### src/rtl/activation_unit.sv
// Multi-lane activation stage: narrows double-width MAC accumulators to single width
// with signed saturation, four activation modes, a 2-stage valid/ready pipeline and a sticky overflow counter.
module activation_unit #(
  parameter int                  DATA_WIDTH       = 16,
  parameter int                  WEIGHT_INT_WIDTH = 4,
  parameter int                  NUM_CH           = 4,
  parameter int                  LEAK_SHIFT       = 3,
  parameter logic [DATA_WIDTH-1:0] CLAMP_MAX      = 16'h0600,
  parameter int                  CNT_WIDTH        = 16
) (
  input  logic                           clk,
  input  logic                           rst,
  input  logic [1:0]                     mode,
  input  logic                           in_valid,
  output logic                           in_ready,
  input  logic [NUM_CH*2*DATA_WIDTH-1:0] data_in,
  output logic                           out_valid,
  input  logic                           out_ready,
  output logic [NUM_CH*DATA_WIDTH-1:0]   data_out,
  input  logic                           sat_clear,
  output logic [CNT_WIDTH-1:0]           sat_cnt
);

  localparam int ACC_W     = 2 * DATA_WIDTH;
  localparam int TOP_W     = WEIGHT_INT_WIDTH + 1;
  localparam int SLICE_MSB = ACC_W - 1 - WEIGHT_INT_WIDTH;
  localparam logic [DATA_WIDTH-1:0] MAX_POS = {1'b0, {(DATA_WIDTH-1){1'b1}}};
  localparam logic [DATA_WIDTH-1:0] MIN_NEG = {1'b1, {(DATA_WIDTH-1){1'b0}}};

  typedef enum logic [1:0] {
    MODE_RELU   = 2'd0,
    MODE_LEAKY  = 2'd1,
    MODE_LINEAR = 2'd2,
    MODE_CLAMP  = 2'd3
  } mode_e;

  logic                    en;
  logic                    accept;
  logic                    s1_valid;
  mode_e                   s1_mode;
  logic signed [ACC_W-1:0] acc_in [NUM_CH];
  logic signed [ACC_W-1:0] s1_x_d [NUM_CH];
  logic signed [ACC_W-1:0] s1_x   [NUM_CH];

  logic [NUM_CH-1:0]             neg;
  logic [NUM_CH-1:0]             ovf;
  logic [NUM_CH-1:0]             lane_sat;
  logic [DATA_WIDTH-1:0]         sat_v [NUM_CH];
  logic [NUM_CH*DATA_WIDTH-1:0]  data_d;
  logic                          relu_mode;

  assign en       = !out_valid || out_ready;
  assign in_ready = en;
  assign accept   = in_valid && en;

  for (genvar g = 0; g < NUM_CH; g++) begin : g_unpack
    assign acc_in[g] = data_in[g*ACC_W +: ACC_W];
  end

  // Leaky slope is applied before narrowing so small negatives keep their fraction bits.
  always_comb begin
    s1_x_d = acc_in;
    for (int k = 0; k < NUM_CH; k++) begin
      if (mode_e'(mode) == MODE_LEAKY && acc_in[k][ACC_W-1])
        s1_x_d[k] = acc_in[k] >>> LEAK_SHIFT;
    end
  end

  assign relu_mode = (s1_mode == MODE_RELU) || (s1_mode == MODE_CLAMP);

  always_comb begin
    neg      = '0;
    ovf      = '0;
    lane_sat = '0;
    sat_v    = '{default: '0};
    data_d   = '0;
    for (int k = 0; k < NUM_CH; k++) begin
      neg[k] = s1_x[k][ACC_W-1];
      ovf[k] = (s1_x[k][ACC_W-1 -: TOP_W] != {TOP_W{1'b0}}) &&
               (s1_x[k][ACC_W-1 -: TOP_W] != {TOP_W{1'b1}});
      if (ovf[k])
        sat_v[k] = neg[k] ? MIN_NEG : MAX_POS;
      else
        sat_v[k] = s1_x[k][SLICE_MSB -: DATA_WIDTH];

      if (relu_mode && neg[k])
        data_d[k*DATA_WIDTH +: DATA_WIDTH] = '0;
      else if (s1_mode == MODE_CLAMP && sat_v[k] > CLAMP_MAX)
        data_d[k*DATA_WIDTH +: DATA_WIDTH] = CLAMP_MAX;
      else
        data_d[k*DATA_WIDTH +: DATA_WIDTH] = sat_v[k];

      // A lane that ReLU forces to zero never reaches the output, so its overflow is irrelevant.
      lane_sat[k] = ovf[k] && !(relu_mode && neg[k]);
    end
  end

  always_ff @(posedge clk or posedge rst) begin
    if (rst) begin
      s1_valid  <= 1'b0;
      s1_mode   <= MODE_RELU;
      s1_x      <= '{default: '0};
      out_valid <= 1'b0;
      data_out  <= '0;
    end else if (en) begin
      s1_valid  <= accept;
      if (accept) begin
        s1_x    <= s1_x_d;
        s1_mode <= mode_e'(mode);
      end
      out_valid <= s1_valid;
      if (s1_valid)
        data_out <= data_d;
    end
  end

  always_ff @(posedge clk or posedge rst) begin
    if (rst)
      sat_cnt <= '0;
    else if (sat_clear)
      sat_cnt <= '0;
    else if (en && s1_valid && (|lane_sat) && (sat_cnt != {CNT_WIDTH{1'b1}}))
      sat_cnt <= sat_cnt + 1'b1;
  end

endmodule

### config.mk
export PLATFORM = sky130hd
export DESIGN_NAME = activation_unit
export DESIGN_NICKNAME = d
export VERILOG_FILES = /design/src/rtl/activation_unit.sv
export SDC_FILE = /design/constraint.sdc
export NUM_CORES = 1
export LEC_CHECK = 0
export BUFFER_PORTS_ARGS = -buffer_cell sky130_fd_sc_hd__clkbuf_2
export CAP_MARGIN = 20
export CORE_MARGIN = 4
export CORE_UTILIZATION = 53
export DETAILED_ROUTE_END_ITERATION = 12
export PLACE_DENSITY = 0.92
export SLEW_MARGIN = 25
export SYNTH_ARGS = -nofsm -noshare
export SYNTH_HDL_FRONTEND = slang
export SYNTH_SLANG_ARGS = --single-unit
### constraint.sdc
create_clock -name clk -period 5.2 [get_ports clk]
set_clock_uncertainty 0.1 [all_clocks]
set_input_delay 0.26 -clock clk [delete_from_list [all_inputs] [get_ports clk]]
set_output_delay 0.26 -clock clk [all_outputs]
set_load 0.02 [all_outputs]
==> impl_metrics.toml, run 1 <==
[synthesis]
syn_area_sq_um = 7730
synth_flop_cell = "dfrtp_1"
synth-edff-count = 0
synthArstFlopShare_pct = 100
postSynthCellCount = 806
ys_seq_elements = 164
synth_cell_types = 58
yosysWarnings = 0
synth-seq-area-share_pct = 53.1
syn_avg_cell_area_sq_um = 9.59
mappedNetlistNets = 943

[placed_design]
placed_area_sq_um = 8640
gp_congestion = 0.860
dpl.hpwl_mm = 13.9
pre_cts_ws_ns = 2.56
numPortBuffers = 168

[critical_path]
criticalPathCategory = "reg2reg"
max_stage_delay_ns = 0.53
cp_data_required_time_ns = 5.43
worst_setup_path_start_kind = "flop"
crit_chain = "nand2b_1 -> nand2_2 -> buf_4 -> nor2_1 -> nand2_1 -> o21ai_0"
crit_buf_inv = 1
cpLargestDelayFamily = "simple AND/OR/NAND/NOR gates"
critPathSlowestCell = "nand2_2"
cp.arrival_ns = 2.88
crit_fanout = 37
end_kind = "flop"

[routing]
viasPerCell = 5.66
wire_per_inst_um = 16.9
dr.pass1.iters = 9
initialDrtViolationCount = 533
antenna_left = 0
vias = 6578
drc = 1
routed_wl_mm = 19.7

[min_path]
hold_class = "in2reg"

[clocking]
clock_path_buffers = 2
post-cts-setup-buffers = 0
cts_tree = "built"
h-tree-depth = 4
clockRootBuffer = "clkbuf_16"
cts_buffers = 17
clock_latency_ns = 0.44
cts.sinks = 164
clk_pin_slew_worst_paths_ns = 0.06

[final_layout]
finalNetCount = 1106
register_area_sq_um = 4100
drive_above_1_share_pct = 22.6
final_common_cell = "clkbuf_2"
num-fill-cells = 1134
num_antenna_cells = 0
final_cell_mix = "168 x clkbuf_2, 164 x dfrtp_1, 158 x nand2_1"
final_area_sq_um = 9430
multiInputGateArea_sq_um = 3390
area_delta_synth_final_pct = 22.0

[floorplanning]
placeableCoreArea_sq_um = 14100
die_y_um = 129
die_x_um = 129
ioPinCount = 217
std_cell_rows = 43
dieArea_sq_um = 16600
floorplan.initialDensity_pct = 54.8

[sta]
final.period_utilization_pct = 50.8
slew_violations = 0
period_needed_ns = 2.64
relSlewSlack_pct = 33.0
rsz0062_at_grt = "no"
setup_viol = 0
worst_slack_ns = 2.56
worst_slew_pin_slew_ns = 1.00
tns_ns = 0
final_hold_viol_count = 0
max_freq_ghz = 0.378

[job]
maxCapViolations = 0

[pwr]
power.density_nw_per_um2 = 441
total_power_w = 0.00415
leakage_nw = 4.76
peakVddDrop_uv = 260

[global_routing]
overflow = 0
grt.total_usage_pct = 24.3
grt_pass1_wl_mm = 31.9
grt_max_degree = 133
antenna_found_initial = 0
grt_pass1_vias = 6432

[status]
status = "finished, violations left"
violations = "DRC"
==> cell usage after synthesis, types with 2 or more instances <==
library cell	count	area share [%]
a311oi_1	2	0.23
nor2b_1	7	0.57
nand2_1	160	7.8
clkbuf_1	31	1.5
a21o_1	5	0.49
or3_1	4	0.32
nor4_1	7	0.57
buf_2	12	0.78
nor2_2	2	0.16
inv_1	13	0.63
mux2i_1	66	8.5
nor2_1	35	1.7
nand2b_1	4	0.32
and2_1	5	0.40
nand4_1	7	0.57
ha_1	2	0.32
dfrtp_1	164	53
a211o_1	2	0.23
o22a_1	12	1.4
or4_1	4	0.39
nand3_1	11	0.71
a211oi_1	3	0.29
nor3_1	4	0.26
a21oi_1	62	4.0
and4_1	2	0.23
a221oi_1	2	0.23
o21ai_0	124	8.0
o41ai_1	5	0.57
xnor2_1	5	0.57
mux2_2	3	0.44
a221o_1	2	0.26
o21ai_1	10	0.65
and3_1	4	0.32
==> sequential cells by signal, summed over array words and instances (netlist names) <==
register,cells
data_out,64
neg,4
out_valid,1
s1_mode,2
s1_valid,1
s1_x,76
sat_cnt,16
==> cells by family (layout without fill, tap and decap cells) <==
family / count (synthesis) / in the layout / share of synthesized area [%]
flops: 164 / 164 / 53.1
fa+ha+maj: 2 / 2 / 0.324
mux: 71 / 71 / 9.47
buf+inv: 60 / 236 / 3.27
simple gates: 263 / 263 / 15.3
xor+xnor: 5 / 5 / 0.567
compound gates: 241 / 241 / 18.0
==> layer usage <==
metal  global-route usage, %  vias up  part of all wire, %
li1                        -     3179                    -
met2                    38.7      231                   48
met4                    8.77        0                  2.1
met5                       0        -                    0
met1                    32.8     3134                   43
met3                    5.69       34                  6.4
==> cell type report <==
cell class                 count  share of cell area [%]
clock buffer                  23                    5.18
clock inverter                 9                    1.07
inverter                      13                   0.571
multi-input combinational    582                    36.0
sequential                   164                    43.5
tap                          180                    2.39
timing repair buffer         191                    11.3
==> power breakdown <==
group          leakage, nW  switching (W)  internal, W
combinational         2.43       0.000726     0.000369
clock                0.293       0.000495     0.000754
sequential            2.03       0.000232      0.00158
==> through the flow <==
stage | utilization (%) | cells | hold slack [ns]
2_1_floorplan | - | 806 | 0.265
3_3_place_gp | 61.3 | 1111 | 0.226
3_5_place_dp | 61.3 | 1111 | 0.235
4_1_cts | 66.8 | 1162 | 0.0158
5_1_grt | 66.9 | 1162 | 0.0431
6_report | 66.9 | 1162 | 0.0267
==> path summary, 6_finish.rpt <==
path                                          startpoint                  endpoint  slack (ns)  depth (start not counted)
worst max-delay path               out_valid$_DFFE_PP0N_  data_out[61]$_DFFE_PP0P_        2.56                          6
worst min-delay path                         data_in[13]     s1_x[109]$_DFFE_PP0P_        0.03                          3
worst max register to register     out_valid$_DFFE_PP0N_  data_out[61]$_DFFE_PP0P_        2.56                          6
worst min register to register  data_out[33]$_DFFE_PP0P_  data_out[33]$_DFFE_PP0P_        0.38                          2
max in group asynchronous                            rst  data_out[27]$_DFFE_PP0P_        3.54                          4
min in group asynchronous                            rst    sat_cnt[9]$_DFFE_PP0P_        0.32                          3
==> what timing repair did <==
item / CTS / global route
gates resized for setup: 0 / 0
hold buffers: 19 / 0
hold endpoints to repair: 72 / 0
==> worst register-to-register path, delay by kind of cell (launching register included) <==
kind,cells,cell delay (ns)
AOI/OAI and AO/OA,1,0.29
buffers and inverters,1,0.45
DFF,1,0.37
and+or+nand+nor,4,1.35
Power figures use the tool's default switching activity.
==> inputs of run 2 (changes only) <==
==> constraint.sdc (replaced) <==
create_clock -name clk -period 2.6 [get_ports clk]
set_clock_uncertainty 0.1 [all_clocks]
set_input_delay 0.13 -clock clk [delete_from_list [all_inputs] [get_ports clk]]
set_output_delay 0.13 -clock clk [all_outputs]
set_load 0.02 [all_outputs]
==> run 2 against run 1 <==
Critical endpoint is now data_out[20]$_DFFE_PP0P_. Non-clock buffer count up 103. Register-to-register slack worse by 2.3 ns. Sequential power up 100%. Fmax up 13%. Hold slack worse by 0.018 ns. The flow now finishes without violations. Die area unchanged.
==> impl_metrics.toml, run 2 (synthesized netlist as in run 1, its figures left out) <==
[floorplanning]
std_cell_rows = 43
ioPinCount = 217
floorplan.initialDensity_pct = 54.8
dieArea_sq_um = 16600
placeableCoreArea_sq_um = 14100
die_x_um = 129
die_y_um = 129

[critical_path]
worst_setup_path_start_kind = "flop"
max_stage_delay_ns = 0.50
end_kind = "flop"
critPathSlowestCell = "a211o_1"
cpLargestDelayFamily = "compound AO/OA/AOI/OAI gates"
crit_fanout = 12
cp_data_required_time_ns = 2.84
cp.arrival_ns = 2.59
criticalPathCategory = "reg2reg"
crit_buf_inv = 0
crit_chain = "nor4_1 -> nand2_1 -> o41ai_1 -> a41oi_1 -> a211o_1 -> o21ai_1"

[sta]
worst_slack_ns = 0.251
relSlewSlack_pct = 35.1
worst_slew_pin_slew_ns = 0.970
setup_viol = 0
max_freq_ghz = 0.426
rsz0062_at_grt = "no"
slew_violations = 0
final.period_utilization_pct = 90.3
tns_ns = 0
period_needed_ns = 2.35
final_hold_viol_count = 0

[pwr]
pwr-share-clk_pct = 28.4
seq_power_share_pct = 43.3
intPower_w = 0.00539
leakage_nw = 5.19
comb_power_share_pct = 28.4
power.density_nw_per_um2 = 809
peakVddDrop_uv = 624
p_sw_share_pct = 36.0
netSwitchingPower_w = 0.00303

[final_layout]
top_register = "s1_x"
largest_registers = "s1_x x76, data_out x64, sat_cnt x16"
num_antenna_cells = 0
final_cell_mix = "168 x clkbuf_2, 164 x dfrtp_1, 158 x nand2_1"
drive_above_1_share_pct = 22.3
area_delta_synth_final_pct = 34.6
largest_reg_flops = 76
final_common_cell = "clkbuf_2"
finalNetCount = 1209

[clocking]
h-tree-depth = 4
clk_pin_slew_worst_paths_ns = 0.06
clock_path_buffers = 2
clockRootBuffer = "clkbuf_16"
clock_latency_ns = 0.43
cts_tree = "built"
cts.sinks = 164
cts_buffers = 17
cts_resized = 0

[placed_design]
gp_congestion = 0.849
pre_cts_ws_ns = 0.265
numPortBuffers = 168
dpl.hpwl_mm = 14.4

[global_routing]
grt_pass1_vias = 7550
grt_pass1_wl_mm = 37.3
grt_max_degree = 74
overflow = 0
grt.total_usage_pct = 28.5
antenna_found_initial = 0

[routing]
antenna_left = 0
wire_per_inst_um = 18.1
viasPerCell = 5.81
dr.pass1.iters = 5
wl_met1_mm = 9.02
vias = 7351
routed_wl_mm = 22.9
met3WireLength_mm = 1.70
drc = 0
dr_wl_met2_mm = 11.4
initialDrtViolationCount = 497
route.top_layer_used = "met4"

[min_path]
hold_class = "in2reg"

[job]
maxCapViolations = 0

[status]
status = "complete, no violations"
==> run 2: stage by stage <==
step	power (W)	cells	hold WS (ns)	util [%]	instance area [sq um]
2_1_floorplan	0.00495	806	0.135	-	7730
3_3_place_gp	0.00577	1131	0.190	62.6	8820
3_5_place_dp	0.00586	1131	0.198	62.6	8820
4_1_cts	0.00838	1265	0.000145	73.8	10400
5_1_grt	0.00886	1265	0.0713	73.8	10400
6_report	0.00842	1265	0.00858	73.8	10400
==> run 2: final timing paths <==
path,from,end,slack [ns],cells past startpoint
setup / recovery,s1_x[81]$_DFFE_PP0P_,data_out[20]$_DFFE_PP0P_,0.25,6
hold / removal,data_in[82],s1_x[50]$_DFFE_PP0P_,0.009,3
setup reg to reg,s1_x[81]$_DFFE_PP0P_,data_out[20]$_DFFE_PP0P_,0.25,6
hold reg to reg,data_out[31]$_DFFE_PP0P_,data_out[31]$_DFFE_PP0P_,0.38,2
max in group asynchronous,rst,s1_x[113]$_DFFE_PP0P_,1.29,4
min in group asynchronous,rst,data_out[54]$_DFFE_PP0P_,0.29,3
==> run 2: layout make-up <==
cell class,instances,area [sq um]
Sequential cell,164,4100
Fill cell,943,3690
Multi-Input combinational cell,582,3380
Timing Repair Buffer,294,2080
Clock buffer,20,457
Tap cell,180,225
Clock inverter,12,106
Inverter,13,52.6
==> run 2: power groups by stage <==
stage / combinational (W) / clock [W] / sequential [W]
after detailed placement: 0.00221 / 0 / 0.00365
after global placement: 0.00215 / 0 / 0.00362
final: 0.00239 / 0.00239 / 0.00364
after floorplan: 0.000947 / 0 / 0.00401
after global routing: 0.00262 / 0.00254 / 0.00371
after CTS: 0.00235 / 0.00241 / 0.00361
==> run 2: repair_timing <==
action	in CTS	in global routing
hold buffers	102	0
buffers inserted	0	0
hold endpoints to repair	113	0
==> run 2: per-layer routing <==
layer / vias up / global-route usage [%]
met5: - / 0
met4: 0 / 12.2
met3: 67 / 6.81
met2: 349 / 47.7
met1: 3547 / 35.4
li1: 3388 / -
==> run 2: worst reg2reg max path, cell delays in order, from the launching register on <==
cell and delay, ns:
dfrtp_1 0.41, nor4_1 0.30, nand2_1 0.10, o41ai_1 0.36, a41oi_1 0.28, a211o_1 0.50, o21ai_1 0.22
